===== config.mk =====
export PLATFORM = sky130hd
export DESIGN_NAME = seg_scan_mux
export DESIGN_NICKNAME = d
export VERILOG_FILES = /design/src/rtl/seg_scan_mux.sv
export SDC_FILE = /design/constraint.sdc
export NUM_CORES = 1
export LEC_CHECK = 0
export CORE_ASPECT_RATIO = 0.9
export CORE_MARGIN = 3
export CORE_UTILIZATION = 47
export DETAILED_ROUTE_END_ITERATION = 12
export PLACE_DENSITY = 0.78
export SLEW_MARGIN = 20
export SYNTH_ARGS = -nofsm -noshare
export SYNTH_HDL_FRONTEND = slang
export SYNTH_SLANG_ARGS = --single-unit

===== constraint.sdc =====
create_clock -name clk -period 6.4 [get_ports clk]
set_clock_uncertainty 0.2 [all_clocks]
set_input_delay 1.28 -clock clk [delete_from_list [all_inputs] [get_ports clk]]
set_output_delay 1.28 -clock clk [all_outputs]
set_load 0.01 [all_outputs]

===== src/rtl/seg_scan_mux.sv =====
// Time-multiplexed six-digit segment driver with a blanking guard per digit slot.
// All digit patterns are captured together at each frame boundary so a mid-frame carry never tears the display.
module seg_scan_mux #(
    parameter int          DIGITS       = 6,
    parameter int          SCAN_DIV     = 1000,
    parameter int          BLANK_CYCLES = 2,
    parameter logic [7:0]  SEG_OFF      = 8'hFF,
    parameter bit          DIG_ACT_LOW  = 1'b1
) (
    input  logic              clk,
    input  logic              reset,
    input  logic              en,
    input  logic [7:0]        sec0,
    input  logic [7:0]        sec1,
    input  logic [7:0]        min0,
    input  logic [7:0]        min1,
    input  logic [7:0]        hour0,
    input  logic [7:0]        hour1,
    output logic [7:0]        seg_out,
    output logic [DIGITS-1:0] dig_sel,
    output logic              frame_start
);

    localparam int CW = (SCAN_DIV > 1) ? $clog2(SCAN_DIV) : 1;
    localparam int IW = (DIGITS > 1) ? $clog2(DIGITS) : 1;
    localparam logic [CW-1:0]     CNT_LAST       = CW'(SCAN_DIV - 1);
    localparam logic [CW-1:0]     CNT_BLANK_LAST = CW'(BLANK_CYCLES - 1);
    localparam logic [IW-1:0]     IDX_LAST       = IW'(DIGITS - 1);
    localparam logic [DIGITS-1:0] DIG_OFF        = {DIGITS{DIG_ACT_LOW}};

    typedef enum logic [1:0] {
        S_IDLE,
        S_BLANK,
        S_SHOW
    } state_t;

    state_t            state_q, state_d;
    logic [CW-1:0]     cnt_q, cnt_d;
    logic [IW-1:0]     idx_q, idx_d;
    logic [7:0]        snap_q [DIGITS];
    logic [7:0]        snap_d [DIGITS];
    logic [7:0]        seg_q, seg_d;
    logic [DIGITS-1:0] dig_q, dig_d;
    logic [DIGITS-1:0] dig_onehot;
    logic              fs_q, fs_d;
    logic              snap_load;

    logic [7:0] pat_in [6];
    logic [7:0] fresh  [DIGITS];

    assign pat_in[0] = sec0;
    assign pat_in[1] = sec1;
    assign pat_in[2] = min0;
    assign pat_in[3] = min1;
    assign pat_in[4] = hour0;
    assign pat_in[5] = hour1;

    // Digits beyond the six physical inputs read as blank.
    for (genvar g = 0; g < DIGITS; g++) begin : g_fresh
        if (g < 6) begin : g_in
            assign fresh[g] = pat_in[g];
        end else begin : g_pad
            assign fresh[g] = SEG_OFF;
        end
    end

    always_comb begin
        state_d   = state_q;
        cnt_d     = cnt_q;
        idx_d     = idx_q;
        snap_load = 1'b0;
        fs_d      = 1'b0;

        if (!en) begin
            state_d = S_IDLE;
            cnt_d   = '0;
            idx_d   = '0;
        end else begin
            case (state_q)
                S_IDLE: begin
                    state_d   = (BLANK_CYCLES == 0) ? S_SHOW : S_BLANK;
                    cnt_d     = '0;
                    idx_d     = '0;
                    snap_load = 1'b1;
                    fs_d      = 1'b1;
                end
                S_BLANK: begin
                    cnt_d = cnt_q + 1'b1;
                    if (cnt_q == CNT_BLANK_LAST) begin
                        state_d = S_SHOW;
                    end
                end
                S_SHOW: begin
                    if (cnt_q == CNT_LAST) begin
                        cnt_d   = '0;
                        state_d = (BLANK_CYCLES == 0) ? S_SHOW : S_BLANK;
                        if (idx_q == IDX_LAST) begin
                            idx_d     = '0;
                            snap_load = 1'b1;
                            fs_d      = 1'b1;
                        end else begin
                            idx_d = idx_q + 1'b1;
                        end
                    end else begin
                        cnt_d = cnt_q + 1'b1;
                    end
                end
                default: begin
                    state_d = S_IDLE;
                    cnt_d   = '0;
                    idx_d   = '0;
                end
            endcase
        end
    end

    always_comb begin
        for (int i = 0; i < DIGITS; i++) begin
            snap_d[i] = snap_load ? fresh[i] : snap_q[i];
        end
    end

    // Outputs are computed from next-state so seg_out and dig_sel leave the same flops together.
    always_comb begin
        seg_d      = SEG_OFF;
        dig_d      = DIG_OFF;
        dig_onehot = DIGITS'(1) << idx_d;
        if (state_d == S_SHOW) begin
            seg_d = snap_d[idx_d];
            dig_d = DIG_ACT_LOW ? ~dig_onehot : dig_onehot;
        end
    end

    always_ff @(posedge clk or posedge reset) begin
        if (reset) begin
            state_q <= S_IDLE;
            cnt_q   <= '0;
            idx_q   <= '0;
            seg_q   <= SEG_OFF;
            dig_q   <= DIG_OFF;
            fs_q    <= 1'b0;
            for (int i = 0; i < DIGITS; i++) begin
                snap_q[i] <= SEG_OFF;
            end
        end else begin
            state_q <= state_d;
            cnt_q   <= cnt_d;
            idx_q   <= idx_d;
            seg_q   <= seg_d;
            dig_q   <= dig_d;
            fs_q    <= fs_d;
            for (int i = 0; i < DIGITS; i++) begin
                snap_q[i] <= snap_d[i];
            end
        end
    end

    assign seg_out     = seg_q;
    assign dig_sel     = dig_q;
    assign frame_start = fs_q;

endmodule

==> impl_metrics.csv, run 1 <==
group,metric,value,unit
run_status,status,"finished, final reports clean",
drt,wire_per_inst,18.6,µm
power,ir_worst_vdd,0.000141,V
global_routing,grt_pass1_vias,3191,
finish,layout.cells.most_common,"clkdlybuf4s50_1",
logic_synthesis,async_reset_ff_share,100,%
logic_synthesis,synth_top_cell_by_area,"dfstp_2",
logic_synthesis,synth_area,3860,µm²
clock_tree,clk_pin_slew,80,ps
min_path,hp-class,"flip-flop to flip-flop",
global_routing,antenna_found_initial,0,
floorplanning,die_x,102,µm
sta,finalHoldViolCount,0,
clock_tree,hold_buffers,0,
floorplanning,io_pins,66,
clock_tree,cts_num_sinks,78,
drt,initialDrtViolationCount,235,
floorplanning,rows,30,
power,p_per_area,227,nW/µm²
sta,worst_slew_pin_slew,1150,ps
placed_design,port_buffers,65,
critical_path,critical_path.max_fanout,26,
clock_tree,cts_resized,0,
job,max_cap_viol_count,0,
finish,n_antenna_cell,0,
drt,wirelength,10200,µm
placed_design,place_congestion,0.872,
drt,antenna_left,0,
clock_tree,clk_latency,350,ps
floorplanning,die_y,92.0,µm
logic_synthesis,synthFlopType,"dfstp_2",
logic_synthesis,synth_edf_count,0,
drt,viasPerCell,5.97,
critical_path,critPathCaptureType,"flip-flop",
sta,slew_headroom,23.0,%
sta,layout_min_cycle_time,4520,ps
logic_synthesis,synth_area_leaders,"dfstp_2 (42%), dfrtp_1 (10%), nand3_1 (6.6%), nand2_1 (5.2%), o21ai_0 (3.2%)",
critical_path,crit_path_start,"en",
drt,drc,0,
sta,drv_slew,0,
logic_synthesis,yosysTopAreaCellShare,42.2,%
drt,vias,3266,
critical_path,worst-r2r-setup-slack,2520,ps
critical_path,crit_arrival,4550,ps
finish,mostFrequentLayoutCells,"clkdlybuf4s50_1 (65), dfstp_2 (62), nand2_1 (53)",
sta,grt_setup_unrepaired,"no",
global_routing,grt_overflow,0,
logic_synthesis,yosysWarnings,0,
global_routing,track_usage,22.7,%
sta,fin_crit_sh,70.7,%
critical_path,path_class,"primary input to flip-flop",
floorplanning,core_area,7770,µm²
drt,dr.pass1.iters,5,
placed_design,hpwlAfterDp,7010,µm
sta,finalSetupViolations,0,
logic_synthesis,netlist_instances,387,
clock_tree,cts_tree,"done",
global_routing,grt_start_max_net_pins,58,
finish,area_growth,22.8,%
finish,utilization,61.0,%
logic_synthesis,syn_avg_cell_area,9.97,µm²
power,leakage,2.05,nW
finish,nNetsFinal,504,
clock_tree,ctsLongestPathBuffers,2,
critical_path,cp.required,6430,ps
sta,fmax,221,MHz
sta,final.setup.tns,0,ps
logic_synthesis,ys_types,52,
clock_tree,cts_buffers,9,
clock_tree,cts_root_buf,"clkbuf_8",
min_path,hold_path.startpoint,"snap_q[29]",
global_routing,grt_pass1_wl,16500,µm
floorplanning,start_util,49.7,%
logic_synthesis,ys_seq_elements,78,
critical_path,r2r_start,"cnt_q[0]",
logic_synthesis,syn_nets,444,
floorplanning,die_area,9340,µm²
clock_tree,post_cts_buffers,0,
logic_synthesis,yosysSeqAreaShare,52.6,%
finish,drive_gt1_share,22.4,%
clock_tree,htree_num_levels,3,
critical_path,cp-start-kind,"primary input",
-- through the flow --
stage                     total power, mW  instances  setup slack (ps)  cell area [µm²]  hold WS [ps]
after global routing                 1.13        547              1680             4740           292
final                                1.08        547              1880             4740           271
after global placement              0.751        532              1610             4570           250
after CTS                            1.08        547              1930             4740           269
after detailed placement            0.758        532              1530             4570           258
after floorplan                     0.691        387              3030             3860           240
-- critical path: stages --
cell,delay (ps)
clkdlybuf4s50_1,590
nand4b_1,200
nor4_4,830
nor2_2,390
clkinv_1,520
a211o_1,220
a21oi_1,70
o41ai_1,430
-- routing by layer --
layer	part of all wire, %	GRT usage (%)	wire [µm]
met2	47	34.1	4810
met4	2.1	8.53	218
met1	44	32.5	4470
met5	0	0	0
met3	6.8	4.26	696
-- layout make-up --
type	count	area [µm²]
clock buffers	11	141
fillers	637	3030
multi-input cells	278	1700
flip-flops and latches	78	2030
inverters	11	41.3
well taps	96	120
repair buffers	69	681
clock inverters	4	23.8
-- state kept, by name, indices dropped and copies added (netlist names) --
signal and flops:
dig_sel 6, state_q 2, snap_q 48, frame_start 1, seg_out 8, idx_q 3, cnt_q 10
-- cell usage after synthesis, types with 5 or more instances --
master and instances:
clkbuf_1 12, o21ai_0 25, nand2_1 53, a211o_1 7
nand3_1 51, dfstp_2 62, mux2_2 10, a41oi_1 7
nor2_1 23, a21oi_1 10, and3_1 19, a21o_1 9
ha_1 6, inv_1 8, dfrtp_1 16, nor3_1 5
o41ai_1 7, xor2_1 5
-- logic make-up (layout without fill, tap and decap cells) --
family / count (synthesis) / in the layout / synth area share, %
AND/OR/NAND/NOR: 174 / 174 / 22.9
AO/OA/AOI/OAI: 78 / 78 / 14.0
flip-flops: 78 / 78 / 52.6
buffers and inverters: 31 / 95 / 3.31
multiplexers: 11 / 11 / 3.18
XOR/XNOR: 9 / 9 / 2.04
adder cells (fa/ha/maj): 6 / 6 / 1.94
-- path summary, 6_finish.rpt --
check                                   to  depth (start not counted)
max in group asynchronous         idx_q[0]                          3
worst min-delay path            snap_q[29]                          2
min in group asynchronous       state_q[0]                          2
worst max register to register  seg_out[1]                          8
worst min register to register  snap_q[29]                          2
worst max-delay path            seg_out[1]                          8
-- power breakdown --
part	leakage (nW)	total (mW)	switching, mW	internal [mW]
combinational	1.09	0.162	0.0889	0.0731
sequential	0.871	0.589	0.0131	0.576
clock	0.0889	0.325	0.177	0.148
total	2.05	1.08	0.279	0.797
Note: power is estimated with default switching activity, not from simulation.
==> run 2: changes to the inputs <==
==> constraint.sdc (replaced) <==
create_clock -name clk -period 4.2 [get_ports clk]
set_clock_uncertainty 0.2 [all_clocks]
set_input_delay 0.84 -clock clk [delete_from_list [all_inputs] [get_ports clk]]
set_output_delay 0.84 -clock clk [all_outputs]
set_load 0.01 [all_outputs]
==> run 2 against run 1 <==
Compared with the run above:
- power rose by 60%
- die area did not move
- non-clock buffer count rose by 6
- sequential cell count did not move
==> impl_metrics.csv, run 2 (synthesis results as in run 1) <==
group,metric,value,unit
floorplanning,die_y,92.0,µm
global_routing,track_usage,23.5,%
sta,finalHoldViolCount,0,
min_path,min_to,"snap_q[29]",
drt,vias,3267,
clock_tree,clk_pin_slew,80,ps
finish,largest_reg_flops,48,
clock_tree,htree_num_levels,3,
min_path,hold_path.startpoint,"snap_q[29]",
drt,wl_met3,749,µm
sta,worst_slew_pin_slew,1130,ps
run_status,status,"finished, final reports clean",
sta,drv_slew,0,
floorplanning,die_x,102,µm
placed_design,port_buffers,65,
clock_tree,clk_latency,350,ps
sta,fin_crit_sh,78.2,%
global_routing,grt_pass1_vias,3367,
global_routing,antenna_found_initial,0,
clock_tree,cts_buffers,9,
drt,drc,0,
power,switching_share,25.4,%
finish,nNetsFinal,510,
placed_design,hpwlAfterDp,7210,µm
job,max_cap_viol_count,0,
power,leakage,2.08,nW
global_routing,grt_pass1_wl,17000,µm
power,clockPowerShare,33.2,%
placed_design,placed_cell_area,4620,µm²
critical_path,regToRegEndpoint,"seg_out[1]",
placed_design,place_congestion,0.845,
finish,layout.cells.most_common,"clkdlybuf4s50_1",
power,finalPower,1.72,mW
power,internal-power,1.28,mW
floorplanning,die_area,9340,µm²
clock_tree,ctsLongestPathBuffers,2,
power,p_per_area,357,nW/µm²
critical_path,path_class,"primary input to flip-flop",
clock_tree,cts_num_sinks,78,
min_path,whs_path_depth,2,
finish,n_antenna_cell,0,
critical_path,worst-r2r-setup-slack,920,ps
sta,finalSetupViolations,0,
clock_tree,cts_tree,"done",
finish,drive_gt1_share,23.4,%
clock_tree,hold_buffers,0,
power,switching_power,0.438,mW
finish,area_growth,24.9,%
finish,mostFrequentLayoutCells,"clkdlybuf4s50_1 (65), dfstp_2 (62), nand2_1 (53)",
finish,multi_input_comb_area,1700,µm²
drt,dr.pass1.iters,5,
min_path,hp-class,"flip-flop to flip-flop",
critical_path,cp-start-kind,"primary input",
drt,wl_met2,4810,µm
critical_path,r2r_cells,7,
finish,nFillCells,655,
power,p_seq_share,52.2,%
finish,regMostFlops,"snap_q",
critical_path,r2r_start,"cnt_q[0]",
drt,wire_per_inst,18.5,µm
clock_tree,cts_resized,0,
critical_path,cp.required,4280,ps
sta,fmax,304,MHz
drt,wl_met1,4600,µm
critical_path,crit_arrival,3360,ps
sta,layout_min_cycle_time,3280,ps
power,p_comb_share,14.6,%
floorplanning,rows,30,
floorplanning,start_util,49.7,%
drt,top_layer_used,"met4",
drt,antenna_left,0,
drt,viasPerCell,5.90,
drt,initialDrtViolationCount,212,
critical_path,critPathCaptureType,"flip-flop",
critical_path,critical_path.max_fanout,26,
sta,final.setup.tns,0,ps
drt,wirelength,10200,µm
clock_tree,cts_root_buf,"clkbuf_8",
floorplanning,core_area,7770,µm²
finish,design_area,4820,µm²
finish,regArea,2030,µm²
floorplanning,io_pins,66,
sta,grt_setup_unrepaired,"no",
clock_tree,post_cts_buffers,0,
global_routing,grt_start_max_net_pins,36,
global_routing,grt_overflow,0,
sta,slew_headroom,24.8,%
power,ir_worst_vdd,0.000219,V
==> run 2: worst max-delay path, cell delays in order <==
cell and delay [ps]:
clkdlybuf4s50_1 500, nand4b_1 230, nor4_4 50, buf_4 220, nor2_2 150, clkinv_1 550, a211oi_1 390, o21ai_0 120
a311o_1 320
==> run 2: layout make-up <==
type	count	area share, %
inverter	11	0.857
tap	96	2.49
clock inverter	5	1.22
sequential	78	42.1
clock buffer	11	2.93
timing repair buffer	75	15.1
multi-input combinational	278	35.3
==> run 2: how the worst max path moves through the flow <==
| stage | start | endpoint | slack, ps | cells past startpoint |
|---|---|---|---|---|
| 4_1_cts | en | seg_out[6] | 950 | 9 |
| 3_5_place_dp | en | seg_out[6] | 570 | 9 |
| 6_report | en | seg_out[6] | 920 | 9 |
| 5_1_grt | cnt_q[0] | seg_out[0] | 640 | 7 |
| 3_3_place_gp | en | seg_out[6] | 640 | 9 |
| 2_1_floorplan | reset | cnt_q[0] | 1270 | 1 |
==> run 2: power by group through the flow <==
stage | Sequential (mW) | Clock (mW) | Combinational [mW]
3_5_place_dp | 0.910 | 0 | 0.248
6_report | 0.898 | 0.572 | 0.251
2_1_floorplan | 0.903 | 0 | 0.150
3_3_place_gp | 0.906 | 0 | 0.240
4_1_cts | 0.898 | 0.583 | 0.251
5_1_grt | 0.905 | 0.614 | 0.281
==> run 2: layer usage <==
layer  vias up  global-route usage (%)
li1       1518                       -
met1      1602                    32.7
met2       136                    36.6
met3        11                    6.92
met4         0                    4.87
met5         -                       0
==> run 2: through the flow <==
stage / hold slack, ps / worst slack [ps] / util (%) / cells
6_report: 270 / 916 / 62.0 / 554
5_1_grt: 288 / 638 / 62.0 / 554
4_1_cts: 271 / 945 / 62.0 / 554
3_5_place_dp: 259 / 574 / 59.5 / 538
3_3_place_gp: 248 / 643 / 59.5 / 538
2_1_floorplan: 240 / 1270 / - / 387
